$ cat config.mk
export PLATFORM = sky130hd
export DESIGN_NAME = mem_arbiter
export DESIGN_NICKNAME = d
export VERILOG_FILES = /design/src/rtl/mem_arb_pkg.sv /design/src/rtl/mem_arb_pick.sv /design/src/rtl/mem_arbiter.sv
export SDC_FILE = /design/constraint.sdc
export NUM_CORES = 1
export LEC_CHECK = 0
export BUFFER_PORTS_ARGS = -buffer_cell sky130_fd_sc_hd__buf_2
export CAP_MARGIN = 20
export CORE_MARGIN = 5
export CORE_UTILIZATION = 43
export DETAILED_ROUTE_END_ITERATION = 16
export PLACE_DENSITY_LB_ADDON = 0.15
export SLEW_MARGIN = 20
export SYNTH_ARGS = -nofsm -noshare
export SYNTH_HDL_FRONTEND = slang
export SYNTH_SLANG_ARGS = --single-unit
$ cat constraint.sdc
create_clock -name clk -period 1.5 [get_ports clk]
set_clock_uncertainty 0.05 [all_clocks]
set_input_delay 0.3 -clock clk [delete_from_list [all_inputs] [get_ports clk]]
set_output_delay 0.3 -clock clk [all_outputs]
set_load 0.02 [all_outputs]
$ cat src/rtl/mem_arb_pkg.sv
// Shared types and constants for the unified-memory arbiter.
// Used by mem_arbiter and mem_arb_pick; MEM_ARB_RR_EN selects the round-robin picker.
package mem_arb_pkg;

    typedef enum logic [1:0] {
        ST_IDLE  = 2'd0,
        ST_ISSUE = 2'd1,
        ST_WAIT  = 2'd2,
        ST_RESP  = 2'd3
    } state_t;

    localparam logic REQ_IF = 1'b0;
    localparam logic REQ_D  = 1'b1;

    localparam int LAT_W = 4;

endpackage

$ cat src/rtl/mem_arb_pick.sv
// Combinational winner select between fetch and data requesters.
// MEM_ARB_RR_EN: round-robin on conflicts; otherwise data has fixed priority.
module mem_arb_pick
    import mem_arb_pkg::*;
(
    input  logic i_if_req,
    input  logic i_d_req,
`ifdef MEM_ARB_RR_EN
    input  logic i_last_winner,
`endif
    output logic o_valid,
    output logic o_win
);

    always_comb begin
        o_valid = i_if_req | i_d_req;
        o_win   = i_d_req ? REQ_D : REQ_IF;
`ifdef MEM_ARB_RR_EN
        // On a tie the requester that did not win last time goes first.
        if (i_if_req && i_d_req) begin
            o_win = ~i_last_winner;
        end
`endif
    end

endmodule

$ cat src/rtl/mem_arbiter.sv
// Serialises fetch and load/store accesses onto one single-port memory; all outputs registered.
// Define MEM_ARB_RR_EN for round-robin arbitration; default is fixed data priority.
module mem_arbiter
    import mem_arb_pkg::*;
#(
    parameter int ADDR_W  = 16,
    parameter int DATA_W  = 32,
    parameter int MEM_LAT = 2
) (
    input  logic              clk,
    input  logic              rst,
    input  logic              if_req,
    input  logic [ADDR_W-1:0] if_addr,
    output logic              if_gnt,
    output logic              if_rvalid,
    output logic [DATA_W-1:0] if_rdata,
    input  logic              d_req,
    input  logic              d_we,
    input  logic [ADDR_W-1:0] d_addr,
    input  logic [DATA_W-1:0] d_wdata,
    output logic              d_gnt,
    output logic              d_rvalid,
    output logic [DATA_W-1:0] d_rdata,
    output logic              mem_en,
    output logic              mem_we,
    output logic [ADDR_W-1:0] mem_addr,
    output logic [DATA_W-1:0] mem_wdata,
    input  logic [DATA_W-1:0] mem_rdata,
    output logic              busy
);

    state_t             r_state;
    state_t             w_state_next;
    logic [LAT_W-1:0]   r_cnt;
    logic               r_win;
    logic               r_we;
    logic               w_pick_valid;
    logic               w_pick_win;
    logic               w_pick_we;

    logic               r_if_gnt;
    logic               r_if_rvalid;
    logic [DATA_W-1:0]  r_if_rdata;
    logic               r_d_gnt;
    logic               r_d_rvalid;
    logic [DATA_W-1:0]  r_d_rdata;
    logic               r_mem_en;
    logic               r_mem_we;
    logic [ADDR_W-1:0]  r_mem_addr;
    logic [DATA_W-1:0]  r_mem_wdata;
    logic               r_busy;

`ifdef MEM_ARB_RR_EN
    logic               r_last_winner;

    always_ff @(posedge clk) begin
        if (!rst) begin
            r_last_winner <= REQ_D;
        end else if (r_state == ST_ISSUE) begin
            r_last_winner <= r_win;
        end
    end
`endif

    mem_arb_pick u_pick (
        .i_if_req      (if_req),
        .i_d_req       (d_req),
`ifdef MEM_ARB_RR_EN
        .i_last_winner (r_last_winner),
`endif
        .o_valid       (w_pick_valid),
        .o_win         (w_pick_win)
    );

    // Fetch is read-only, so only a data winner can produce a write.
    assign w_pick_we = (w_pick_win == REQ_D) & d_we;

    always_ff @(posedge clk) begin
        if (!rst) begin
            r_state <= ST_IDLE;
        end else begin
            r_state <= w_state_next;
        end
    end

    always_comb begin
        w_state_next = r_state;
        case (r_state)
            ST_IDLE:  if (w_pick_valid) w_state_next = ST_ISSUE;
            ST_ISSUE: w_state_next = ST_WAIT;
            ST_WAIT:  if (r_cnt == '0) w_state_next = ST_RESP;
            ST_RESP:  w_state_next = ST_IDLE;
            default:  w_state_next = ST_IDLE;
        endcase
    end

    always_ff @(posedge clk) begin
        if (!rst) begin
            r_cnt       <= '0;
            r_win       <= REQ_IF;
            r_we        <= 1'b0;
            r_if_gnt    <= 1'b0;
            r_if_rvalid <= 1'b0;
            r_if_rdata  <= '0;
            r_d_gnt     <= 1'b0;
            r_d_rvalid  <= 1'b0;
            r_d_rdata   <= '0;
            r_mem_en    <= 1'b0;
            r_mem_we    <= 1'b0;
            r_mem_addr  <= '0;
            r_mem_wdata <= '0;
            r_busy      <= 1'b0;
        end else begin
            r_if_gnt    <= 1'b0;
            r_d_gnt     <= 1'b0;
            r_if_rvalid <= 1'b0;
            r_d_rvalid  <= 1'b0;
            r_mem_en    <= 1'b0;
            r_mem_we    <= 1'b0;
            r_busy      <= (w_state_next != ST_IDLE);
            case (r_state)
                ST_IDLE: begin
                    if (w_pick_valid) begin
                        r_win      <= w_pick_win;
                        r_we       <= w_pick_we;
                        r_mem_en   <= 1'b1;
                        r_mem_we   <= w_pick_we;
                        r_mem_addr <= (w_pick_win == REQ_D) ? d_addr : if_addr;
                        if (w_pick_win == REQ_D) begin
                            r_mem_wdata <= d_wdata;
                        end
                        r_if_gnt   <= (w_pick_win == REQ_IF);
                        r_d_gnt    <= (w_pick_win == REQ_D);
                    end
                end
                ST_ISSUE: begin
                    r_cnt <= LAT_W'(MEM_LAT - 1);
                end
                ST_WAIT: begin
                    if (r_cnt == '0) begin
                        // Response registers update only here, so rdata holds elsewhere.
                        if (r_win == REQ_D) begin
                            r_d_rvalid <= 1'b1;
                            r_d_rdata  <= r_we ? '0 : mem_rdata;
                        end else begin
                            r_if_rvalid <= 1'b1;
                            r_if_rdata  <= mem_rdata;
                        end
                    end else begin
                        r_cnt <= r_cnt - 1'b1;
                    end
                end
                default: begin
                end
            endcase
        end
    end

    assign if_gnt    = r_if_gnt;
    assign if_rvalid = r_if_rvalid;
    assign if_rdata  = r_if_rdata;
    assign d_gnt     = r_d_gnt;
    assign d_rvalid  = r_d_rvalid;
    assign d_rdata   = r_d_rdata;
    assign mem_en    = r_mem_en;
    assign mem_we    = r_mem_we;
    assign mem_addr  = r_mem_addr;
    assign mem_wdata = r_mem_wdata;
    assign busy      = r_busy;

endmodule
==> results.json, run 1 <==
{
  "post_drt_wl_per_cell_um": 14.9,
  "max_cap_violations": 0,
  "antenna_cells_inserted": 0,
  "cts-hold-fix-buffers": 0,
  "gr-total-overflow": 0,
  "violations_in_the_final_reports": "setup timing",
  "root_cell_of_the_clock_tree": "sky130_fd_sc_hd__clkbuf_16",
  "layout-area-overhead-vs-synth_pct": 42.1,
  "syn-cell-area_um2": 5160,
  "grt_max_degree": 68,
  "ys_dominant_reg_cell": "sky130_fd_sc_hd__dfxtp_1",
  "antenna_violations_before_repair": 0,
  "htree_levels": 4,
  "design_power_total_mw": 12.2,
  "period_minus_slack_ns": 1.57,
  "numCtsBuffers": 17,
  "tritoncts": "built",
  "pre_cts_slack_ns": -0.0674,
  "std_cell_rows": 40,
  "ios": 220,
  "timing.fmax_mhz": 636,
  "setup_violations": 54,
  "drc": 0,
  "type_of_element_capturing_the_critical_path": "register",
  "met3WireLength_mm": 1.15,
  "timing_worst_slew_pin_value_ns": 0.344,
  "setup.worst_path.start_class": "register",
  "yosys_register_bits": 127,
  "final.setup.worst_slack_ns": -0.0714,
  "p_leak_nw": 3.34,
  "leading_cell_types_by_count_after_synthesis": "sky130_fd_sc_hd__nand2_1, sky130_fd_sc_hd__dfxtp_1, sky130_fd_sc_hd__mux2i_1, sky130_fd_sc_hd__nand3b_1, sky130_fd_sc_hd__a21boi_0",
  "syn-instance-count": 540,
  "detail_route.first_pass.iterations": 4,
  "floorplan.initialDensity": 0.433,
  "final_nets": 873,
  "synth_area_leaders": "sky130_fd_sc_hd__dfxtp_1, sky130_fd_sc_hd__mux2i_1, sky130_fd_sc_hd__nand2_1",
  "timing.max_slew.rel_slack": 0.770,
  "syn-num-nets": 647,
  "crit_type": "register to register",
  "grt_usage": 0.179,
  "wl_met2_mm": 6.53,
  "highest-signal-layer": "met4",
  "die_height_um": 120,
  "timing_max_transition_violations_final": 0,
  "share_of_flip_flops_with_an_asynchronous_set_or_reset": 0,
  "clk_transition_reported_paths_ns": 0.06,
  "place_hpwl_mm": 9.36,
  "count_of_flip_flops_with_a_built_in_enable_after_synthesis": 0,
  "detail-route-antenna-nets": 0,
  "post_synth.cell_area_avg_um2": 9.56,
  "detail_route.wirelength_mm": 13.8,
  "yosys_warnings": 0,
  "cts_max_path_buffers": 2,
  "cts.sink_count": 127,
  "coreArea_um2": 11900,
  "first_global_vias": 4442,
  "timing.final.crit_share": 1.05,
  "post-synth-top-area-fraction": 0.493,
  "grt_setup_unrepaired": "yes",
  "min_path_type": "input pin to register",
  "initialDrtViolationCount": 271,
  "die_area_um2": 14300,
  "synth_top_cell_by_area": "sky130_fd_sc_hd__dfxtp_1",
  "m1WireLength_mm": 5.91,
  "finalHoldViolCount": 0,
  "port_buffers": 219,
  "synth.yosys.seq_area_share": 0.493,
  "cellPowerDensity_nw_per_um2": 1670,
  "die_width_um": 120,
  "clk-insertion-delay-late_ns": 0.40,
  "crit_required_ns": 1.77,
  "global_route_wire_length_before_repair_mm": 21.0,
  "yosys.cell_types.count": 32,
  "status": "complete, but fails checks",
  "nFillCells": 1034,
  "worst-path-max-fanout": 5,
  "synth_most_common_cell": "sky130_fd_sc_hd__nand2_1",
  "drive_gt1_frac": 0.384,
  "dr_total_vias": 4545,
  "routabilityCongestion": 0.763,
  "vdd_drop_max_mv": 0.920,
  "vias_cell": 4.91,
  "cp.arrival_ns": 1.84
}
-- routing by layer --
metal / vias to the layer above / GRT usage
met5: - / 0
met4: 0 / 0.0544
met3: 14 / 0.0730
met2: 159 / 0.293
met1: 2105 / 0.217
li1: 2267 / -
-- critical path, stage by stage (launching register included) --
cell and delay, ns:
sky130_fd_sc_hd__dfxtp_2 0.32, sky130_fd_sc_hd__inv_2 0.08, sky130_fd_sc_hd__ha_4 0.14, sky130_fd_sc_hd__and4bb_4 0.25, sky130_fd_sc_hd__nor2b_4 0.16, sky130_fd_sc_hd__buf_12 0.14, sky130_fd_sc_hd__clkbuf_16 0.15, sky130_fd_sc_hd__mux2i_1 0.19
-- state kept, by name, indices dropped and copies added, names as in the netlist, 2 cells and up --
register / cells
d_rdata: 32
r_cnt: 4
r_state: 2
mem_wdata: 32
if_rdata: 32
mem_addr: 16
-- logic make-up after synthesis --
family / count (synthesis) / share of synthesized area
flops: 127 / 0.493
mux: 81 / 0.157
simple gates: 219 / 0.195
compound gates: 58 / 0.0911
buf+inv: 49 / 0.0495
fa+ha+maj: 6 / 0.0145
-- where the power goes --
group,internal (mW),switching [mW],total [mW]
registers,3.97,0.315,4.28
logic,1.78,2.18,3.96
clock network,2.44,1.54,3.98
total,8.19,4.03,12.2
-- per-stage QoR --
stage / hold WS [ns] / utilization / TNS (ns) / area (µm²) / cells
after floorplan: 0.392 / - / -3.35 / 5200 / 540
after global placement: 0.389 / 0.548 / 0 / 6530 / 884
after detailed placement: 0.394 / 0.548 / -1.76 / 6530 / 884
after CTS: 0.0551 / 0.600 / -2.13 / 7140 / 917
after global routing: 0.0695 / 0.616 / -7.47 / 7330 / 926
final: 0.0692 / 0.616 / -1.78 / 7330 / 926
-- placed cells by master, fill, tap and decap left out, types with 4 or more instances in the layout --
cell	Yosys	final
sky130_fd_sc_hd__clkinv_2	0	4
sky130_fd_sc_hd__clkinvlp_4	0	5
sky130_fd_sc_hd__a21boi_0	32	32
sky130_fd_sc_hd__inv_1	7	4
sky130_fd_sc_hd__dfxtp_1	127	125
sky130_fd_sc_hd__nand3b_1	34	34
sky130_fd_sc_hd__buf_2	12	218
sky130_fd_sc_hd__buf_4	3	12
sky130_fd_sc_hd__mux2i_1	80	79
sky130_fd_sc_hd__o2bb2ai_1	16	16
sky130_fd_sc_hd__nand2_1	164	164
sky130_fd_sc_hd__clkbuf_16	0	22
sky130_fd_sc_hd__buf_12	0	12
sky130_fd_sc_hd__and2_1	5	4
-- path summary, 6_finish.rpt --
check | start | endpoint | slack [ns] | cells after the start
setup reg to reg | r_state[0] | if_rdata[19] | -0.07 | 7
hold reg to reg | if_rdata[5] | if_rdata[5] | 0.40 | 2
setup / recovery | r_state[0] | if_rdata[19] | -0.07 | 7
hold / removal | d_we | mem_we | 0.07 | 2
-- cell type report --
class	instances	area, µm²	share of cell area
Tap cell	147	184	0.0251
Multi-Input combinational cell	364	2410	0.329
Timing Repair Buffer	249	1590	0.217
Clock inverter	14	144	0.0196
Inverter	7	26.3	0.00358
Sequential cell	127	2540	0.347
Clock buffer	18	429	0.0585
-- repair_timing --
action	in CTS	in global routing
resized for setup	6	8
pin swaps	1	2
buffers inserted	0	4
setup endpoints to repair	71	90
gates cloned	1	5
hold endpoints to repair	0	0
(Power assumes the default switching activity.)
==> run 2: changes to the inputs <==
- TNS_END_PERCENT: not set -> 10
- clock period: 1.5 -> 1.39 ns (I/O delays scaled with it)
==> results.json, run 2 (synthesis results as in run 1) <==
{
  "die_area_um2": 14300,
  "min_path_type": "input pin to register",
  "clk-insertion-delay-late_ns": 0.40,
  "detail_route.first_pass.iterations": 4,
  "setup_violations": 67,
  "status": "complete, but fails checks",
  "tritoncts": "built",
  "floorplan.initialDensity": 0.433,
  "post-place-cells": 892,
  "crit_type": "register to register",
  "first_element_of_the_critical_path": "r_cnt[1]",
  "timing_max_transition_violations_final": 0,
  "crit_path_end": "if_rdata[2]",
  "grt_max_degree": 91,
  "vias_cell": 4.87,
  "layout_commonest_cell": "sky130_fd_sc_hd__buf_2",
  "cellPowerDensity_nw_per_um2": 1820,
  "coreArea_um2": 11900,
  "cp.arrival_ns": 1.86,
  "vdd_drop_max_mv": 0.787,
  "numCtsBuffers": 17,
  "first_global_vias": 4427,
  "p_leak_nw": 3.37,
  "crit_slowest_cell": "sky130_fd_sc_hd__dfxtp_2",
  "grt_usage": 0.180,
  "timing.final.crit_share": 1.14,
  "nFillCells": 1048,
  "antenna_violations_before_repair": 0,
  "detail_route.wirelength_mm": 13.2,
  "timing.reg2reg.worst_path_depth": 7,
  "setup.worst_path.start_class": "register",
  "multiInputGateArea_um2": 2450,
  "die_height_um": 120,
  "period_minus_slack_ns": 1.59,
  "smallest_hold_slack_ns": 0.0644,
  "final.setup.worst_slack_ns": -0.200,
  "layout.cells.non_filler": 925,
  "routabilityCongestion": 0.785,
  "r2r_start": "r_cnt[1]",
  "timing.fmax_mhz": 629,
  "ios": 220,
  "dr_total_vias": 4502,
  "r2r-end": "if_rdata[2]",
  "timing_worst_slew_pin_value_ns": 0.365,
  "violations_in_the_final_reports": "setup timing",
  "place_hpwl_mm": 9.45,
  "std_cell_rows": 40,
  "crit_required_ns": 1.66,
  "htree_levels": 4,
  "gr-total-overflow": 0,
  "cp.depth": 7,
  "die_width_um": 120,
  "cts-hold-fix-buffers": 0,
  "initialDrtViolationCount": 312,
  "final-seq-area_um2": 2550,
  "drive_gt1_frac": 0.391,
  "mostFrequentLayoutCells": "sky130_fd_sc_hd__buf_2, sky130_fd_sc_hd__nand2_1, sky130_fd_sc_hd__dfxtp_1",
  "finalHoldViolCount": 0,
  "design_power_total_mw": 13.3,
  "worst_path_largest_cell_delay_ns": 0.32,
  "cp.buffers_inverters": 3,
  "post_drt_wl_per_cell_um": 14.3,
  "cts_max_path_buffers": 2,
  "cell_class_contributing_the_biggest_share_of_worst_path_delay": "simple AND/OR/NAND/NOR gates",
  "cts.sink_count": 127,
  "drc": 0,
  "global_route_wire_length_before_repair_mm": 21.3,
  "reg2reg_slack_ns": -0.20,
  "antenna_cells_inserted": 0,
  "type_of_element_capturing_the_critical_path": "register",
  "timing.max_slew.rel_slack": 0.757,
  "root_cell_of_the_clock_tree": "sky130_fd_sc_hd__clkbuf_16",
  "grt_setup_unrepaired": "yes",
  "layout-area-overhead-vs-synth_pct": 41.2,
  "final_nets": 875,
  "crit_chain": "inv_2 -> ha_4 -> and4bb_4 -> nor2b_4 -> buf_4 -> clkbuf_16 -> mux2i_1",
  "worst-path-max-fanout": 5,
  "clk_transition_reported_paths_ns": 0.05,
  "port_buffers": 219,
  "max_cap_violations": 0,
  "detail-route-antenna-nets": 0
}
run 2: worst min path at each step:
stage / startpoint / end / slack, ns / cells past startpoint
floorplan: mem_rdata[0] / if_rdata[0] / 0.37 / 2
global placement: if_rdata[13] / if_rdata[13] / 0.39 / 2
detailed placement: d_rdata[19] / d_rdata[19] / 0.39 / 2
CTS: d_we / mem_we / 0.05 / 2
global route: d_we / mem_we / 0.05 / 2
finish: d_we / mem_we / 0.06 / 2
run 2: cell type report:
| type | count | area share |
|---|---|---|
| multi-input combinational | 364 | 0.337 |
| clock inverter | 6 | 0.0113 |
| sequential | 127 | 0.349 |
| tap | 147 | 0.0252 |
| inverter | 7 | 0.00360 |
| timing repair buffer | 251 | 0.205 |
| clock buffer | 23 | 0.0683 |
run 2: timing repair:
item / 4_1_cts / 5_1_grt
gates resized for setup: 10 / 44
endpoints found under the setup margin: 119 / 116
hold endpoints to repair: 0 / 0
pin swaps: 2 / 2
cloned: 0 / 1
buffers inserted: 0 / 3
run 2: routing by layer:
metal | wire length (µm) | track usage | part of all wire
met1 | 5670 | 0.216 | 0.43
met5 | 0 | 0 | 0
met2 | 6410 | 0.304 | 0.49
met4 | 68 | 0.0501 | 0.0051
met3 | 1070 | 0.0674 | 0.081
run 2: power breakdown:
group	total, mW	internal, mW	switching (mW)
registers	4.62	4.29	0.328
clock network	4.32	2.84	1.48
logic	4.34	1.99	2.35
run 2: metrics by stage:
| step | TNS (ns) | setup slack (ns) | utilization | instance area, µm² |
|---|---|---|---|---|
| after floorplan | -11.18 | -0.182 | - | 5200 |
| after CTS | -8.18 | -0.162 | 0.602 | 7170 |
| final | -7.80 | -0.200 | 0.612 | 7290 |
| after global routing | -12.90 | -0.244 | 0.612 | 7290 |
| after detailed placement | -9.92 | -0.162 | 0.551 | 6560 |
| after global placement | -6.54 | -0.0976 | 0.551 | 6560 |
